`src/rtl/nice_uid_pkg.sv`:
```
// Shared types and default sizing for the nice UID allocator.
// Optional overflow tracking is enabled with NICE_UID_OVERFLOW_CHECK_EN.
package nice_uid_pkg;

    localparam int unsigned NumReqDef   = 4;
    localparam int unsigned NumClassDef = 8;
    localparam int unsigned UidWDef     = 16;

    typedef enum logic {
        RSP_EMPTY,
        RSP_FULL
    } rsp_state_e;

    // Response slot layout for the default configuration.
    typedef struct packed {
        logic [$clog2(NumReqDef)-1:0]   req;
        logic [$clog2(NumClassDef)-1:0] cls;
        logic [UidWDef-1:0]             uid;
    } rsp_t;

endpackage

```
`src/rtl/nice_rr_arbiter.sv`:
```
// Round-robin arbiter: grants the first request at or after the pointer, with wrap.
// The pointer moves past the winner whenever a grant is issued with advance_i high.
module nice_rr_arbiter
    import nice_uid_pkg::*;
#(
    parameter int unsigned N = NumReqDef
) (
    input  logic         clk_i,
    input  logic         rst_i,
    input  logic [N-1:0] req_i,
    input  logic         en_i,
    input  logic         advance_i,
    output logic [N-1:0] gnt_o
);

    localparam int unsigned IdxW = (N > 1) ? $clog2(N) : 1;

    logic [IdxW-1:0] ptr_q, ptr_d;

    always_comb begin
        logic            found;
        logic [IdxW-1:0] idx;
        gnt_o = '0;
        ptr_d = ptr_q;
        found = 1'b0;
        idx   = '0;
        if (en_i) begin
            for (int unsigned k = 0; k < N; k++) begin
                idx = IdxW'((32'(ptr_q) + k) % N);
                if (!found && req_i[idx]) begin
                    found      = 1'b1;
                    gnt_o[idx] = 1'b1;
                    if (advance_i) begin
                        ptr_d = IdxW'((32'(idx) + 1) % N);
                    end
                end
            end
        end
    end

    always_ff @(posedge clk_i or posedge rst_i) begin
        if (rst_i) begin
            ptr_q <= '0;
        end else begin
            ptr_q <= ptr_d;
        end
    end

endmodule

```
`src/rtl/nice_uid_alloc.sv`:
```
// Per-class UID allocator shared by NUM_REQ requesters through one registered response slot.
// Define NICE_UID_OVERFLOW_CHECK_EN to make exhausted classes stick and expose err_overflow_o.
module nice_uid_alloc
    import nice_uid_pkg::*;
#(
    parameter int unsigned NUM_REQ   = NumReqDef,
    parameter int unsigned NUM_CLASS = NumClassDef,
    parameter int unsigned UID_W     = UidWDef,
    localparam int unsigned CLS_W    = $clog2(NUM_CLASS),
    localparam int unsigned REQ_W    = $clog2(NUM_REQ)
) (
    input  logic                     clk_i,
    input  logic                     rst_i,
    input  logic [NUM_REQ-1:0]       req_valid_i,
    input  logic [NUM_REQ*CLS_W-1:0] req_class_i,
    output logic [NUM_REQ-1:0]       req_ready_o,
    output logic                     rsp_valid_o,
    input  logic                     rsp_ready_i,
    output logic [REQ_W-1:0]         rsp_req_o,
    output logic [CLS_W-1:0]         rsp_class_o,
    output logic [UID_W-1:0]         rsp_uid_o,
    input  logic                     clr_valid_i,
    input  logic [CLS_W-1:0]         clr_class_i
`ifdef NICE_UID_OVERFLOW_CHECK_EN
    ,
    output logic                     err_overflow_o
`endif
);

    typedef struct packed {
        logic [REQ_W-1:0] req;
        logic [CLS_W-1:0] cls;
        logic [UID_W-1:0] uid;
    } slot_t;

    rsp_state_e        state_q;
    slot_t             slot_q;
    logic [UID_W-1:0]  cnt_q [NUM_CLASS];
    logic [UID_W-1:0]  cnt_d [NUM_CLASS];

    logic [NUM_REQ-1:0] eligible;
    logic [NUM_REQ-1:0] gnt;
    logic               avail;
    logic               grant;
    logic [REQ_W-1:0]   win_idx;
    logic [CLS_W-1:0]   win_cls;
    logic [UID_W-1:0]   grant_uid;

`ifdef NICE_UID_OVERFLOW_CHECK_EN
    logic [NUM_CLASS-1:0] exh_q, exh_d;
    logic                 err_q, err_d;
`endif

    assign avail = (state_q == RSP_EMPTY) || rsp_ready_i;

    always_comb begin
        eligible = '0;
        for (int i = 0; i < NUM_REQ; i++) begin
            eligible[i] = req_valid_i[i];
`ifdef NICE_UID_OVERFLOW_CHECK_EN
            // Exhausted classes are masked so the arbiter serves someone else.
            if (exh_q[req_class_i[i*CLS_W +: CLS_W]]) begin
                eligible[i] = 1'b0;
            end
`endif
        end
    end

    nice_rr_arbiter #(
        .N (NUM_REQ)
    ) u_arb (
        .clk_i     (clk_i),
        .rst_i     (rst_i),
        .req_i     (eligible),
        .en_i      (avail && !rst_i),
        .advance_i (avail),
        .gnt_o     (gnt)
    );

    assign req_ready_o = gnt;
    assign grant       = |gnt;

    always_comb begin
        win_idx = '0;
        win_cls = '0;
        for (int i = 0; i < NUM_REQ; i++) begin
            if (gnt[i]) begin
                win_idx = REQ_W'(i);
                win_cls = req_class_i[i*CLS_W +: CLS_W];
            end
        end
    end

    // A same-cycle clear of the granted class wins over the stored count.
    assign grant_uid = (clr_valid_i && (clr_class_i == win_cls)) ? '0 : cnt_q[win_cls];

    always_comb begin
        cnt_d = cnt_q;
        if (clr_valid_i) begin
            cnt_d[clr_class_i] = '0;
        end
        if (grant) begin
            cnt_d[win_cls] = grant_uid + 1'b1;
        end
    end

    always_ff @(posedge clk_i or posedge rst_i) begin
        if (rst_i) begin
            for (int i = 0; i < NUM_CLASS; i++) begin
                cnt_q[i] <= '0;
            end
        end else begin
            cnt_q <= cnt_d;
        end
    end

`ifdef NICE_UID_OVERFLOW_CHECK_EN
    always_comb begin
        exh_d = exh_q;
        err_d = err_q;
        if (clr_valid_i) begin
            exh_d[clr_class_i] = 1'b0;
        end
        if (grant && (grant_uid == '1)) begin
            exh_d[win_cls] = 1'b1;
            err_d          = 1'b1;
        end
    end

    always_ff @(posedge clk_i or posedge rst_i) begin
        if (rst_i) begin
            exh_q <= '0;
            err_q <= 1'b0;
        end else begin
            exh_q <= exh_d;
            err_q <= err_d;
        end
    end

    assign err_overflow_o = err_q;
`endif

    always_ff @(posedge clk_i or posedge rst_i) begin
        if (rst_i) begin
            state_q <= RSP_EMPTY;
            slot_q  <= '0;
        end else begin
            unique case (state_q)
                RSP_EMPTY: begin
                    if (grant) begin
                        state_q <= RSP_FULL;
                        slot_q  <= '{req: win_idx, cls: win_cls, uid: grant_uid};
                    end
                end
                RSP_FULL: begin
                    if (grant) begin
                        slot_q <= '{req: win_idx, cls: win_cls, uid: grant_uid};
                    end else if (rsp_ready_i) begin
                        state_q <= RSP_EMPTY;
                    end
                end
                default: state_q <= RSP_EMPTY;
            endcase
        end
    end

    assign rsp_valid_o = (state_q == RSP_FULL);
    assign rsp_req_o   = slot_q.req;
    assign rsp_class_o = slot_q.cls;
    assign rsp_uid_o   = slot_q.uid;

endmodule

```
`config.mk`:
```
export PLATFORM = sky130hd
export DESIGN_NAME = nice_uid_alloc
export DESIGN_NICKNAME = d
export VERILOG_FILES = /design/src/rtl/nice_uid_pkg.sv /design/src/rtl/nice_rr_arbiter.sv /design/src/rtl/nice_uid_alloc.sv
export SDC_FILE = /design/constraint.sdc
export NUM_CORES = 1
export LEC_CHECK = 0
export CAP_MARGIN = 40
export CORE_UTILIZATION = 38
export CTS_BUF_LIST = sky130_fd_sc_hd__clkbuf_2 sky130_fd_sc_hd__clkbuf_4 sky130_fd_sc_hd__clkbuf_8
export DETAILED_ROUTE_END_ITERATION = 8
export GPL_TIMING_DRIVEN = 0
export SKIP_CTS_REPAIR_TIMING = 1
export SLEW_MARGIN = 15
export SYNTH_ARGS = -nofsm -noshare
export SYNTH_HDL_FRONTEND = slang
export SYNTH_HIERARCHICAL = 1
export SYNTH_SLANG_ARGS = --single-unit
```
`constraint.sdc`:
```
create_clock -name clk_i -period 17.27 [get_ports clk_i]
set_input_delay 4.3175 -clock clk_i [delete_from_list [all_inputs] [get_ports clk_i]]
set_output_delay 4.3175 -clock clk_i [all_outputs]
set_load 0.05 [all_outputs]
```
# After elaboration in Yosys (flattened, before gate mapping)
# Index checks and enable logic that the tools add are counted.
# word_totals
register_bits	152
in_bits	23
# op_classes
add_sub_neg	7
order_cmp	12
eq_ne	1
mux	61
n_bitwise	8
reduce_logical	17
# op_table
operator	n
128-bit two-way mux	2
128-bit AND	1
128-bit bitwise mux	1
128-bit inverter	1
16-bit demux with 3-bit select	2
16-bit two-way mux	5
16-bit binary-select mux with 3-bit select	1
4-bit two-way mux	8
21-bit two-way mux	1
2-bit two-way mux	10
1-bit two-way mux	18
16-bit by 1-bit adder with 16-bit output, second input constant	1
2-bit by 3-bit < comparator with 1-bit output, second input constant	4
3-bit two-way mux	4
4-bit OR	3
1-bit logical AND	11
2-bit by 1-bit adder with 2-bit output, second input constant	4
1-bit binary-select mux with 2-bit select	4
1-bit demux with 2-bit select	4
2-bit by 1-bit >= comparator with 1-bit output, second input constant	4
4-bit >= comparator, second input constant	2
4-bit by 1-bit < comparator with 1-bit output, second input constant	2
3-bit inverter with 4-bit output	2
2-bit adder, second input constant	2
other kinds (6)	9

# Depth between registers and ports, before layout
# Gate-level depths: netlist of the first run.
# logic_depth
word_depth	28
depth_mapped	25
mapped_depth_nobuf	18

# By module
# The synthesis of the first run kept the hierarchy.
# by_module_without_submodules
module	instances	cells_each	area_each_um2
nice_uid_alloc	1	775	7262.0
nice_rr_arbiter	1	70	586.8

# Worst setup path before layout of the first run
# OpenSTA, ideal clock, no wires.
# synth_timing
path_type	input-to-output
startpoint	input rst_i
endpoint	output req_ready_o[0]
t_arrival_ns	8.545
path_slack_ns	4.407
path_stages	3
n_path_buf	0
path_cell_list	inv_1 > and2_1 > and2_1
# synth_via
elab_chain_cells	3
# synth_lines
element	line_no	rtl
start: declaration	nice_uid_alloc.sv:13	input logic rst_i,
1-bit zero test (no source line)	-	
1-bit logical AND	nice_uid_alloc.sv:75	.en_i (avail && !rst_i),
4-bit two-way mux	nice_rr_arbiter.sv:27	if (en_i) begin
end: declaration	nice_uid_alloc.sv:16	output logic [NUM_REQ-1:0] req_ready_o,
# Every way passes these cells.

# Final worst setup path of the first run
# layout_timing
startpoint	input req_valid_i[3]
endpoint	output req_ready_o[0]
# layout_via
elab_chain_cells	16
# layout_lines
element	line_no	rtl
start: declaration	nice_uid_alloc.sv:14	input logic [NUM_REQ-1:0] req_valid_i,
1-bit binary-select mux with 2-bit select	nice_rr_arbiter.sv:30	if (!found && req_i[idx]) begin
1-bit two-way mux (not written as such)	nice_rr_arbiter.sv:30	
1-bit two-way mux	nice_rr_arbiter.sv:30	
1-bit two-way mux	nice_rr_arbiter.sv:27	
1-bit zero test	nice_rr_arbiter.sv:30	
1-bit logical AND	nice_rr_arbiter.sv:30	
1-bit two-way mux	nice_rr_arbiter.sv:30	
1-bit two-way mux	nice_rr_arbiter.sv:27	
1-bit zero test	nice_rr_arbiter.sv:30	
1-bit logical AND	nice_rr_arbiter.sv:30	
1-bit two-way mux	nice_rr_arbiter.sv:30	
1-bit two-way mux	nice_rr_arbiter.sv:27	
1-bit zero test	nice_rr_arbiter.sv:30	
1-bit logical AND	nice_rr_arbiter.sv:30	
4-bit two-way mux *	nice_rr_arbiter.sv:30	
4-bit two-way mux *	nice_rr_arbiter.sv:27	
# Every way passes the cells marked *; elsewhere a longest branch is shown, timed or not. The select of a mux whose other input is x is not followed.

==> flow_summary.toml, run 1 <==
[detailed_routing]
route.vias.total = 7328
antenna_left = 0
drt_iter0_markers = 805
route.detailed.drc = 0
routed_wl_um = 26200
routedWlPerCell_um = 21.8
viasPerCell = 6.10
dr.pass1.iters = 5

[worst_setup_path]
critical-path-max-stage-delay_ns = 0.88
crit_slowest_cell = "clkdlybuf4s50_1"
cp.required_ns = 12.95
crit_buf_inv = 2
crit_path_start_kind = "input pin"
r2r-end = "cnt_q[60]"
critPathCaptureType = "output port"
r2r_slack_ns = 9.11
arrival_ns = 7.13
cp_common_cell = "clkdlybuf4s50_1"
reg2reg_depth = 25
path_class = "input pin to output port"
cp_cell_sequence = "clkdlybuf4s50_1 > mux4_2 > nor3b_2 > a22oi_1 > o21ai_1 > and2_1 > clkdlybuf4s50_1"
path_max_fanout = 7
cp_top_family = "buffers and inverters"

[clock_tree]
cts_sinks = 152
clockRootBuffer = "clkbuf_8"
cts_max_level = 4
cts_buffers = 17
clockBufferDepth = 2
clkTransAtPathRegs_ns = 0.08
clk_latency_ns = 0.47
cts_tree = "built"

[placed_design]
dp_cells = 1168
gp_congestion = 0.913
portBuffers = 48
place_hpwl_um = 19100

[synthesis]
ys_ff_latch = 152
yosysMostFrequentCell = "dfrtp_1"
ys_types = 63
synth.cell_area_mm2 = 0.00785
synthMuxAreaShare = 0.0432
seq_area_frac_synth = 0.485
synth_top_flop_cell = "dfrtp_1"
yosys_warnings = 6
synth_area_leaders = "dfrtp_1, nand3_1, o21ai_0, nand2_1, nor3_1"
synth_compound_area_frac = 0.189
synth_top_family_by_area = "simple AND/OR/NAND/NOR gates"
synthXorXnorAreaFrac = 0.0190
syn_nets = 874
synth_top_area_share = 0.485
synthAdderAreaFrac = 0.00956
syn_avg_cell_area_um2 = 9.29
yosys.area.top_type = "dfrtp_1"
synth_edf_count = 0
synth_common_cells = "dfrtp_1, nand3_1, o21ai_0"
postSynth.asyncResetShare = 1.00
syn-instance-count = 845
synth-simple-area-share = 0.209

[min_path]
min_delay_worst_endpoint = "rsp_class_o[2]"
min_path_type = "flip-flop to flip-flop"
worstHoldPathCells = 2
min-delay-start = "rsp_class_o[2]"

[finish]
n_antenna_cell = 0
register_area_mm2 = 0.00380
final_layout_size_suffix_gt1_frac = 0.0933
nNetsFinal = 948
multi_input_area_mm2 = 0.00369
areaGrowthSynthToFinish_pct = 17.0
fill_cells = 2001
stdcell_count = 1202
fin_util = 0.454

[global_route]
antenna_found_initial = 0
grt_pass1_wl_um = 40600
grt_overflow = 0
grt_pass1_vias = 6831
track_usage = 0.252
grt_max_degree = 88

[die]
core_mm2 = 0.0202
start_util = 0.388
ios = 49
fp.dieH_um = 146
num_rows = 52
die_area_mm2 = 0.0212
die_w_um = 146

[timing]
setup_viol = 0
tns_ns = 0
hold_viol = 0
clock.fmax_mhz = 87.3
finalCriticalPeriod_ns = 11.45
finalMaxSlewViolations = 0
slew_headroom = 0.374
rsz0062_at_grt = "false"
worst_pin_slew_ns = 0.933
fin_skew_ns = 0.0154
fin_crit_sh = 0.663

[outcome]
run_status = "finished, final reports clean"

[flow_run]
max-cap-violations = 0
==> area by class of cell <==
class,count,share of cell area
sequential,152,0.414
timing repair buffer,55,0.0595
clock inverter,12,0.0189
clock buffer,20,0.0286
multi-input combinational,611,0.402
inverter,14,0.00654
tap,270,0.0368
buffer,68,0.0332
==> metal layers <==
layer,wire length [µm],up-vias,part of all wire,track usage
li1,-,3281,-,-
met1,12200,3618,0.47,0.378
met2,11000,382,0.42,0.361
met3,2400,47,0.092,0.0555
met4,567,0,0.022,0.0737
met5,0,-,0,0
==> cells in the final DEF (no fill, tap or decap), types with 17 or more instances in the layout <==
cell,instances
clkbuf_1,44
clkbuf_8,18
clkdlybuf4s50_1,48
dfrtp_1,152
mux2i_1,17
nand2_1,66
nand3_1,144
nor2_1,21
nor3_1,35
o21ai_0,124
o21ai_1,29
==> tightest hold or removal path, delay by kind of cell (launching register included) <==
family,cells,cell delay (ns)
flip-flops,1,0.35
AND/OR/NAND/NOR,2,0.10
==> registers in the layout, summed over array words and instances (netlist names), named ones only <==
signal	count
cnt_q	128
u_arb/ptr_q	1
rsp_req_o	2
rsp_class_o	3
rsp_valid_o	1
rsp_uid_o	16
==> kinds of logic after synthesis <==
logic type	count (synthesis)
simple gates	321
compound gates	239
flops	152
buf+inv	82
mux	28
xor+xnor	17
fa+ha+maj	6
==> metrics by stage <==
stage	area, µm²	setup WS, ns	hold slack (ns)
global placement	8670	1.63	0.463
global route	9180	5.53	0.511
floorplan	7850	4.41	0.461
finish	9180	5.82	0.479
CTS	9170	5.82	0.485
detailed placement	8730	5.59	0.464
==> worst max-delay path by stage <==
| stage | startpoint | to | slack, ns | cells after the start |
|---|---|---|---|---|
| 6_report | req_valid_i[3] | req_ready_o[0] | 5.82 | 7 |
| 5_1_grt | req_valid_i[3] | cnt_q[60] | 5.53 | 22 |
| 4_1_cts | req_valid_i[3] | req_ready_o[0] | 5.82 | 7 |
| 3_5_place_dp | req_valid_i[3] | cnt_q[58] | 5.59 | 22 |
| 3_3_place_gp | rst_i | cnt_q[24] | 1.63 | 20 |
| 2_1_floorplan | rst_i | req_ready_o[0] | 4.41 | 3 |
Power of run 1 is not shown: default switching activity piles up to over one toggle a cycle in this logic, so the estimate is an artifact.
==> run 2, diff against run 1 <==
==> constraint.sdc (replaced) <==
create_clock -name clk_i -period 10.2 [get_ports clk_i]
set_input_delay 2.55 -clock clk_i [delete_from_list [all_inputs] [get_ports clk_i]]
set_output_delay 2.55 -clock clk_i [all_outputs]
set_load 0.05 [all_outputs]
==> run 2 against run 1 <==
Count of clock-buffer cells in the layout unchanged. Register-to-register slack worse by 7.1 ns. Design area up 0.53%. Highest routed layer unchanged. Final cell count up 0.25%. Global-route usage up 0.67 points. Critical endpoint is now cnt_q[28]. Largest cell class unchanged. Critical path depth up 15.
==> flow_summary.toml, run 2 (synthesis gave the netlist of run 1 again) <==
[detailed_routing]
viasPerCell = 6.02
route.vias.total = 7260
drt_iter0_markers = 845
dr.pass1.iters = 5
met3WireLength_um = 2390
antenna_left = 0
wl_met2_um = 11400
top_layer = "met4"
routedWlPerCell_um = 22.1
route.detailed.drc = 0
routed_wl_um = 26700
met1Wirelength_um = 12200

[timing]
finalCriticalPeriod_ns = 9.68
fin_skew_ns = 0.0164
slew_headroom = 0.385
worst_pin_slew_ns = 0.916
finalMaxSlewViolations = 0
hold_viol = 0
tns_ns = 0
finalWorstSetupSlack_ns = 0.521
rsz0062_at_grt = "false"
clock.fmax_mhz = 103
setup_viol = 0
hold_ws_ns = 0.482
fin_crit_sh = 0.949

[worst_setup_path]
crit_path_start_kind = "input pin"
path_class = "input pin to flip-flop"
cp.required_ns = 10.51
path_max_fanout = 10
critPathCaptureType = "flip-flop"
arrival_ns = 9.99

[global_route]
antenna_found_initial = 0
track_usage = 0.259
grt_overflow = 0
grt_max_degree = 35
grt_pass1_vias = 6870
grt_pass1_wl_um = 41700

[die]
die_w_um = 146
num_rows = 52
die_area_mm2 = 0.0212
ios = 49
core_mm2 = 0.0202
start_util = 0.388
fp.dieH_um = 146

[placed_design]
portBuffers = 48
gp_congestion = 0.916
preCtsSetupSlack_ns = 0.275
place_hpwl_um = 19500
place_area_mm2 = 0.00880

[finish]
mostFrequentLayoutCells = "dfrtp_1, nand3_1, o21ai_0"
fin_area_mm2 = 0.00923
nNetsFinal = 951
largest_reg_flops = 128
final_layout_size_suffix_gt1_frac = 0.0963
top_register = "cnt_q"
areaGrowthSynthToFinish_pct = 17.6
n_antenna_cell = 0
final_common_cell = "dfrtp_1"

[clock_tree]
cts_buffers = 17
clk_latency_ns = 0.47
cts_max_level = 4
cts_tree = "built"
clockBufferDepth = 2
clkTransAtPathRegs_ns = 0.09
cts_sinks = 152
clockRootBuffer = "clkbuf_8"

[min_path]
min_path_type = "flip-flop to flip-flop"

[outcome]
run_status = "finished, final reports clean"

[flow_run]
max-cap-violations = 0
[run 2: cell types whose count changed in the layout (fill, tap and decap cells not counted), sizes merged]
| cell | delta |
|---|---|
| bufinv | -1 |
| clkbuf | -2 |
| inv | +1 |
| clkinv | -3 |
| buf | +5 |
| clkinvlp | +3 |
[run 2: final timing paths]
| check | start | to | slack, ns | cells past startpoint |
|---|---|---|---|---|
| max | req_valid_i[3] | cnt_q[28] | 0.52 | 22 |
| max in group asynchronous | rst_i | cnt_q[20] | 6.76 | 4 |
| min in group asynchronous | rst_i | asynchronous set/reset pin | 2.36 | 2 |
| min reg2reg | rsp_class_o[1] | rsp_class_o[1] | 0.48 | 2 |
| min | rsp_class_o[1] | rsp_class_o[1] | 0.48 | 2 |
| max reg2reg | u_arb/ptr_q[1] | cnt_q[28] | 2.03 | 24 |
[run 2: metrics by stage]
stage,util,std cells
6_report,0.456,1205
5_1_grt,0.456,1205
4_1_cts,0.456,1205
3_5_place_dp,0.435,1173
3_3_place_gp,0.429,1163
2_1_floorplan,-,845
[run 2: metal layers]
metal	up-vias	GRT usage
met5	-	0
met4	0	0.0900
met3	45	0.0495
met2	377	0.371
met1	3557	0.387
li1	3281	-
[run 2: worst max-delay path: stages]
cell and delay [ns]:
clkdlybuf4s50_1 0.49, mux4_2 0.58, nor3b_2 0.31, a22oi_1 0.11
o21ai_1 0.08, and2_1 0.21, buf_2 0.25, nor2b_1 0.37
a211o_1 0.16, clkbuf_1 0.35, buf_2 0.36, buf_1 0.54
nand2_1 0.12, a32o_1 0.32, a211oi_1 0.38, clkbuf_1 0.50
ha_1 0.29, inv_1 0.08, nor4_1 0.75, nand4_1 0.21
xnor2_1 0.77, o21ai_0 0.21
[run 2: layout make-up]
type | instances | area, µm²
plain buffers | 68 | 305
clock buffers | 20 | 269
clock inverters | 12 | 165
fillers | 1970 | 11000
inverters | 14 | 56.3
multi-input cells | 611 | 3690
flip-flops and latches | 152 | 3800
well taps | 270 | 338
repair buffers | 58 | 602
Power of run 2 is left out for the same reason.
==> run 3, diff against run 2 <==
--- a/config.mk
+++ b/config.mk
@@ -10,6 +10,7 @@
 export CTS_BUF_LIST = sky130_fd_sc_hd__clkbuf_2 sky130_fd_sc_hd__clkbuf_4 sky130_fd_sc_hd__clkbuf_8
 export DETAILED_ROUTE_END_ITERATION = 8
 export GPL_TIMING_DRIVEN = 0
+export MAX_ROUTING_LAYER = met4
 export SKIP_CTS_REPAIR_TIMING = 1
 export SLEW_MARGIN = 15
 export SYNTH_ARGS = -nofsm -noshare
==> run 3 against run 2 <==
Count of clock-buffer cells in the layout fell by 1. Worst setup slack improved by 0.065 ns. Utilization barely moved. Register-to-register slack improved by 0.12 ns. Final cell count barely moved. Routed wire length barely moved. First-iteration DRC count fell by 15%. Die area did not move. Sequential cell count did not move. Clock skew rose by 0.0040 ns. Critical path type unchanged.
==> flow_summary.toml, run 3 (synthesis gave the netlist of run 1 again) <==
[timing]
setup_viol = 0
fin_skew_ns = 0.0204
worst_pin_slew_ns = 0.931
fin_crit_sh = 0.943
hold_viol = 0
rsz0062_at_grt = "false"
finalMaxSlewViolations = 0
clock.fmax_mhz = 104
finalCriticalPeriod_ns = 9.61
hold_ws_ns = 0.479
slew_headroom = 0.375

[worst_setup_path]
path_class = "input pin to flip-flop"
reg2reg_depth = 25
arrival_ns = 9.93
critPathCaptureType = "flip-flop"
r2r-end = "cnt_q[108]"
cp.required_ns = 10.51
crit_path_start_kind = "input pin"
r2r_slack_ns = 2.15
crit_path_end = "cnt_q[108]"
setup.worst_path.start = "req_valid_i[3]"
path_max_fanout = 10

[finish]
fill_cells = 1994
largest_reg_flops = 128
n_antenna_cell = 0
top_register = "cnt_q"
fin_area_mm2 = 0.00922
mostFrequentLayoutCells = "dfrtp_1, nand3_1, o21ai_0"
final_common_cell = "dfrtp_1"
final_layout_size_suffix_gt1_frac = 0.0972
areaGrowthSynthToFinish_pct = 17.5
nNetsFinal = 952

[die]
start_util = 0.388
fp.dieH_um = 146
num_rows = 52
ios = 49
die_w_um = 146
core_mm2 = 0.0202
die_area_mm2 = 0.0212

[clock_tree]
cts_sinks = 152
clk_latency_ns = 0.48
cts_tree = "built"
clockRootBuffer = "clkbuf_8"
cts_buffers = 17
clkTransAtPathRegs_ns = 0.08
cts_max_level = 4
clockBufferDepth = 2

[detailed_routing]
dr.pass1.iters = 5
antenna_left = 0
routedWlPerCell_um = 22.1
viasPerCell = 6.09
route.detailed.drc = 0
routed_wl_um = 26700
route.vias.total = 7342
drt_iter0_markers = 717

[placed_design]
place_hpwl_um = 19600
portBuffers = 48
place_area_mm2 = 0.00880
gp_congestion = 0.932

[global_route]
grt_pass1_vias = 6759
antenna_found_initial = 0
grt_pass1_wl_um = 41700
track_usage = 0.268
grt_overflow = 0
grt_max_degree = 36

[flow_run]
max-cap-violations = 0

[outcome]
run_status = "finished, final reports clean"

[min_path]
min_path_type = "flip-flop to flip-flop"
## run 3: cell types whose count changed in the layout (fill, tap and decap cells not counted), sizes merged
cell,before,now
clkinv,3,4
## run 3: critical path: stages
cell and delay, ns:
clkdlybuf4s50_1 0.50, mux4_2 0.60, nor3b_2 0.34, a22oi_1 0.11, o21ai_1 0.09, and2_1 0.21, buf_2 0.24, nor2b_1 0.38
a211o_1 0.16, clkbuf_1 0.34, buf_2 0.35, buf_1 0.52, nand2_1 0.11, a32o_1 0.32, a211oi_1 0.36, clkbuf_1 0.48
ha_1 0.28, inv_1 0.08, nor4_1 0.73, nand4_1 0.23, xnor2_1 0.75, o21ai_0 0.21
## run 3: worst min-delay path by stage
stage	slack, ns	cells past startpoint	to	startpoint
2_1_floorplan	0.46	2	cnt_q[124]	cnt_q[124]
3_3_place_gp	0.46	2	rsp_class_o[0]	rsp_class_o[0]
5_1_grt	0.51	2	rsp_uid_o[9]	rsp_uid_o[9]
4_1_cts	0.49	2	rsp_class_o[2]	rsp_class_o[2]
3_5_place_dp	0.46	2	rsp_class_o[2]	rsp_class_o[2]
6_report	0.48	2	rsp_class_o[2]	rsp_class_o[2]
## run 3: cell type report
cell class,instances,area (µm²),area share
inverter,14,56.3,0.00611
clock buffer,19,249,0.0270
tap,270,338,0.0366
sequential,152,3800,0.412
multi-input combinational,611,3690,0.400
clock inverter,13,170,0.0185
timing repair buffer,59,607,0.0658
buffer,68,305,0.0331
## run 3: stage by stage
step	TNS [ns]	instances	utilization	worst slack (ns)
2_1_floorplan	0	845	-	0.822
3_3_place_gp	-194.70	1163	0.429	-2.61
3_5_place_dp	0	1173	0.435	0.208
4_1_cts	0	1205	0.455	0.679
5_1_grt	0	1206	0.456	0.0926
6_report	0	1206	0.456	0.586
## run 3: metal layers
layer / up-vias / GRT usage / part of all wire
li1: 3274 / - / -
met1: 3610 / 0.386 / 0.45
met2: 417 / 0.371 / 0.43
met3: 41 / 0.0643 / 0.10
met4: 0 / 0.0747 / 0.021
met5: - / - / 0
Power of run 3 is left out for the same reason.
